$ cat config.mk
export PLATFORM = sky130hd
export DESIGN_NAME = spi_master
export DESIGN_NICKNAME = d
export VERILOG_FILES = /design/src/rtl/spi_master.sv
export SDC_FILE = /design/constraint.sdc
export NUM_CORES = 1
export LEC_CHECK = 0
export CORE_ASPECT_RATIO = 1.25
export CORE_MARGIN = 4
export CORE_UTILIZATION = 45
export CTS_BUF_LIST = sky130_fd_sc_hd__clkbuf_8
export CTS_CLUSTER_DIAMETER = 60
export CTS_CLUSTER_SIZE = 25
export DETAILED_ROUTE_END_ITERATION = 7
export GPL_ROUTABILITY_DRIVEN = 0
export PLACE_DENSITY = 0.76
export SYNTH_ARGS = -nofsm -noshare
export SYNTH_HDL_FRONTEND = slang
export SYNTH_SLANG_ARGS = --single-unit
$ cat constraint.sdc
create_clock -name sysClk -period 2.1 [get_ports sysClk]
set_input_delay 0.315 -clock sysClk [delete_from_list [all_inputs] [get_ports sysClk]]
set_output_delay 0.315 -clock sysClk [all_outputs]
set_load 0.1 [all_outputs]
$ cat src/rtl/spi_master.sv
// SPI master, mode 3 (CPOL=1, CPHA=1), 16-bit frames, MSB first.
// SS setup/hold/gap timing and the SCLK half-period are set in sysClk cycles.
module spi_master #(
  parameter int unsigned CLK_DIV  = 8,
  parameter int unsigned SS_SETUP = 4,
  parameter int unsigned SS_HOLD  = 4,
  parameter int unsigned SS_GAP   = 4
) (
  input  logic        sysClk,
  input  logic        rst,
  input  logic        start,
  input  logic [15:0] tx,
  output logic        busy,
  output logic        done,
  output logic [15:0] rx,
  output logic        SCLK,
  output logic        MOSI,
  input  logic        MISO,
  output logic        SS
);

  typedef enum logic [2:0] {IDLE, SETUP, LOW, HIGH, HOLD, GAP} state_t;

  localparam logic [7:0] SETUP_LAST = 8'(SS_SETUP - 1);
  localparam logic [7:0] DIV_LAST   = 8'(CLK_DIV - 1);
  localparam logic [7:0] HOLD_LAST  = 8'(SS_HOLD - 1);
  localparam logic [7:0] GAP_LAST   = 8'(SS_GAP - 1);

  state_t      state, state_n;
  logic [7:0]  cnt, cnt_n;
  logic [3:0]  bit_cnt, bit_n;
  logic [15:0] shift, shift_n, rx_n;
  logic        sclk_n, mosi_n, ss_n, busy_n, done_n;
  logic        miso_meta, miso_s;

  always_ff @(posedge sysClk) begin
    if (rst) begin
      miso_meta <= 1'b0;
      miso_s    <= 1'b0;
    end else begin
      miso_meta <= MISO;
      miso_s    <= miso_meta;
    end
  end

  always_ff @(posedge sysClk) begin
    if (rst) begin
      state   <= IDLE;
      cnt     <= '0;
      bit_cnt <= '0;
      shift   <= '0;
      rx      <= '0;
      SCLK    <= 1'b1;
      MOSI    <= 1'b0;
      SS      <= 1'b1;
      busy    <= 1'b0;
      done    <= 1'b0;
    end else begin
      state   <= state_n;
      cnt     <= cnt_n;
      bit_cnt <= bit_n;
      shift   <= shift_n;
      rx      <= rx_n;
      SCLK    <= sclk_n;
      MOSI    <= mosi_n;
      SS      <= ss_n;
      busy    <= busy_n;
      done    <= done_n;
    end
  end

  always_comb begin
    state_n = state;
    cnt_n   = cnt + 8'd1;
    bit_n   = bit_cnt;
    shift_n = shift;
    rx_n    = rx;
    sclk_n  = SCLK;
    mosi_n  = MOSI;
    ss_n    = SS;
    busy_n  = busy;
    done_n  = 1'b0;
    unique case (state)
      IDLE: begin
        cnt_n  = '0;
        sclk_n = 1'b1;
        if (start) begin
          shift_n = tx;
          ss_n    = 1'b0;
          busy_n  = 1'b1;
          state_n = SETUP;
        end
      end
      SETUP: begin
        if (cnt == SETUP_LAST) begin
          cnt_n   = '0;
          sclk_n  = 1'b0;
          mosi_n  = shift[15];
          state_n = LOW;
        end
      end
      LOW: begin
        if (cnt == DIV_LAST) begin
          cnt_n   = '0;
          sclk_n  = 1'b1;
          shift_n = {shift[14:0], miso_s};
          bit_n   = bit_cnt + 4'd1;
          state_n = HIGH;
        end
      end
      HIGH: begin
        if (cnt == DIV_LAST) begin
          cnt_n = '0;
          // bit counter has wrapped to 0 only after the 16th rising edge
          if (bit_cnt == 4'd0) begin
            state_n = HOLD;
          end else begin
            sclk_n  = 1'b0;
            mosi_n  = shift[15];
            state_n = LOW;
          end
        end
      end
      HOLD: begin
        if (cnt == HOLD_LAST) begin
          cnt_n   = '0;
          ss_n    = 1'b1;
          rx_n    = shift;
          done_n  = 1'b1;
          state_n = GAP;
        end
      end
      GAP: begin
        if (cnt == GAP_LAST) begin
          cnt_n   = '0;
          busy_n  = 1'b0;
          state_n = IDLE;
        end
      end
      default: state_n = IDLE;
    endcase
  end

endmodule
==> summary.txt <==
Die Width: 72.55 um
Routed Antenna Nets: 0
Max_slew headroom: 71.01%
Status: complete, no violations
Vias in the first global route: 1,840
Async SR Flop Fraction: 0%
Crit path from: cnt[5]
GRT overflow: 0
Mean routed wirelength per cell: 15.24 um
CTS clk-pin slew, worst paths: 0.10 ns
Hold Path Origin: miso_meta
Cts bufs inserted: 5
Critical path startpoint category: flip-flop
Syn Nets: 263
CTS root buffer: clkbuf_8
YS warnings: 0
Reg-to-reg endpoint: shift[15]
Yosys top cell area share: 46.13%
Antenna violations before repair: 0
Diode count: 0
Number of synthesized flops with an enable pin: 0
Peak supply drop: 0.3356 mV
Initial Util: 46.13%
Detailed-router iteration count before antenna repair: 4
Reg2reg setup slack: 0.14 ns
Leakage: 1.087 nW
DRC Markers: 0
Setup bufs post-CTS: 0
Internal power: 1.400 mW
Switching power: 0.5133 mW
Synth unique cells: 48
Site Rows: 29
Post-CTS Hold Fix Bufs: 0
Pwr per Cell Area: 657.2 nW/um^2
I/O pin total: 41
# resized after CTS: 0
Clk pwr share: 30.9%
DIE HEIGHT: 88.69 um
Share of total power in combinational logic: 11.6%
Main area contributors after synthesis: dfxtp_1, mux2i_1, a22o_1, a211oi_1, a21oi_1
Setup violations, final: 0
Vias/cell: 5.560
Max Clock Freq: 0.5106 GHz
Top FF cell, synth: dfxtp_1
Filler cell count: 463
Core Util, Final: 57.32%
CP required: 2.32 ns
HP Class: reg2reg
Most common cell after layout, fill and taps aside: dfxtp_1
RSZ-0062 raised after global routing: no
Detailed placement HPWL: 3851 um
Syn Inst Count: 240
DP Area: 2818 um^2
Worst reg2reg path depth: 6
Post-synthesis register bit count: 54
Reg2reg start: cnt[5]
Clock sinks: 54
Max Cap Viol: 0
Setup_tns: 0 ns
Non-filler cells, final: 348
Die Footprint: 6434 um^2
Post-Route WL: 5302 um
Final worst-path cycle share: 93.26%
Top cell type by total area after synthesis: dfxtp_1
Max-slew violations: 0
Max FO, Critical Path: 16
Mapped Area: 2343 um^2
Slew @ Worst Pin: 0.4343 ns
Minimum clock period: 1.959 ns
Nets: 308
Proportion of layout cells with a drive suffix above 1: 19.23%
Routed via count: 1,935
Port buffer count: 40
Worst setup EP type: flip-flop
Final hold violation count: 0
Pin count of the biggest net entering global routing: 28
Core area: 5080 um^2
H-tree depth: 2
First-pass GRT wire length: 8473 um
Worst EP arrival: 2.18 ns
Seq pwr share: 57.5%
Register area share after synthesis: 46.13%
Fin Hold WS: 0.4491 ns
Switching Share: 26.82%
Placed cells: 340
Later-pin clock latency in the skew report: 0.31 ns
Final Cell Area: 2912 um^2
Area delta synth->final: 24.24%
Critical Path End: shift[15]
Avg Synthesized Cell Area: 9.765 um^2
Clock buffer depth: 2
Total track usage: 16.56%
CTS tree: done
Final Skew: 0.007485 ns
Most frequent cells in the layout: dfxtp_1, buf_4, a21oi_1
Drt initial violations: 115
Setup CP Type: reg2reg
==> power by group through the flow <==
| stage | Clock, mW | Combinational [mW] | Sequential (mW) |
|---|---|---|---|
| after detailed placement | 0 | 0.223 | 1.12 |
| after CTS | 0.614 | 0.224 | 1.10 |
| after global placement | 0 | 0.220 | 1.12 |
| after global routing | 0.651 | 0.242 | 1.11 |
| after floorplan | 0 | 0.122 | 1.14 |
| final | 0.592 | 0.222 | 1.10 |
==> registers in the layout (all words and copies together) (netlist names) <==
register,count
MOSI,1
shift,16
busy,1
done,1
state,3
miso_s,1
SS,1
rx,16
SCLK,1
bit_cnt,4
cnt,8
miso_meta,1
==> cells by family after synthesis <==
logic type | after synthesis | share of synthesized area, %
compound gates | 77 | 24.19
xor+xnor | 7 | 2.616
fa+ha+maj | 3 | 1.602
buf+inv | 26 | 4.325
flops | 54 | 46.13
mux | 18 | 7.688
simple gates | 55 | 13.45
==> per-stage QoR <==
stage	total power, mW	setup WS [ns]
2_1_floorplan	1.258	0.09681
3_3_place_gp	1.342	0.2252
3_5_place_dp	1.345	0.1433
4_1_cts	1.937	0.1161
5_1_grt	1.998	0.02656
6_report	1.914	0.1415
==> worst max-delay path, stage by stage (launching register included) <==
cell and delay (ns):
dfxtp_1 0.37, or4_1 0.55, buf_4 0.18, o31ai_4 0.20, buf_4 0.24, a21oi_1 0.09, a211oi_1 0.24
==> synth_stat cells (3+ instances only) <==
| cell type | count |
|---|---|
| a211oi_1 | 17 |
| a21oi_1 | 21 |
| a22o_1 | 17 |
| and3_1 | 3 |
| buf_2 | 3 |
| clkbuf_1 | 13 |
| dfxtp_1 | 54 |
| ha_1 | 3 |
| inv_1 | 8 |
| mux2i_1 | 18 |
| nand2_1 | 6 |
| nand2b_1 | 4 |
| nand3_1 | 4 |
| nor2_1 | 15 |
| nor2b_1 | 5 |
| o21ai_0 | 5 |
| xnor2_1 | 4 |
| xor2_1 | 3 |
==> layout make-up <==
type	instances	area (um^2)	share of cell area [%]
clock buffer	5	68.82	2.364
clock inverter	3	23.77	0.8165
inverter	8	30.03	1.031
multi-input combinational	160	1162	39.92
sequential	54	1081	37.13
tap	62	77.57	2.664
timing repair buffer	56	467.9	16.07
==> how the worst min path moves through the flow <==
stage	depth (start not counted)	end	slack, ns
after floorplan	1	cnt[0]	0.41
after global placement	1	miso_s	0.42
after detailed placement	1	miso_s	0.43
after CTS	1	miso_s	0.45
after global routing	1	miso_s	0.47
final	1	miso_s	0.45
==> routing by layer <==
metal  up-vias  part of all wire (%)  GRT usage (%)
li1        975                     -              -
met1       905                    43          20.74
met2        46                    51          28.24
met3         9                   4.4          3.409
met4         0                   1.7          5.537
met5         -                     0              0
Power figures use the tool's default switching activity.
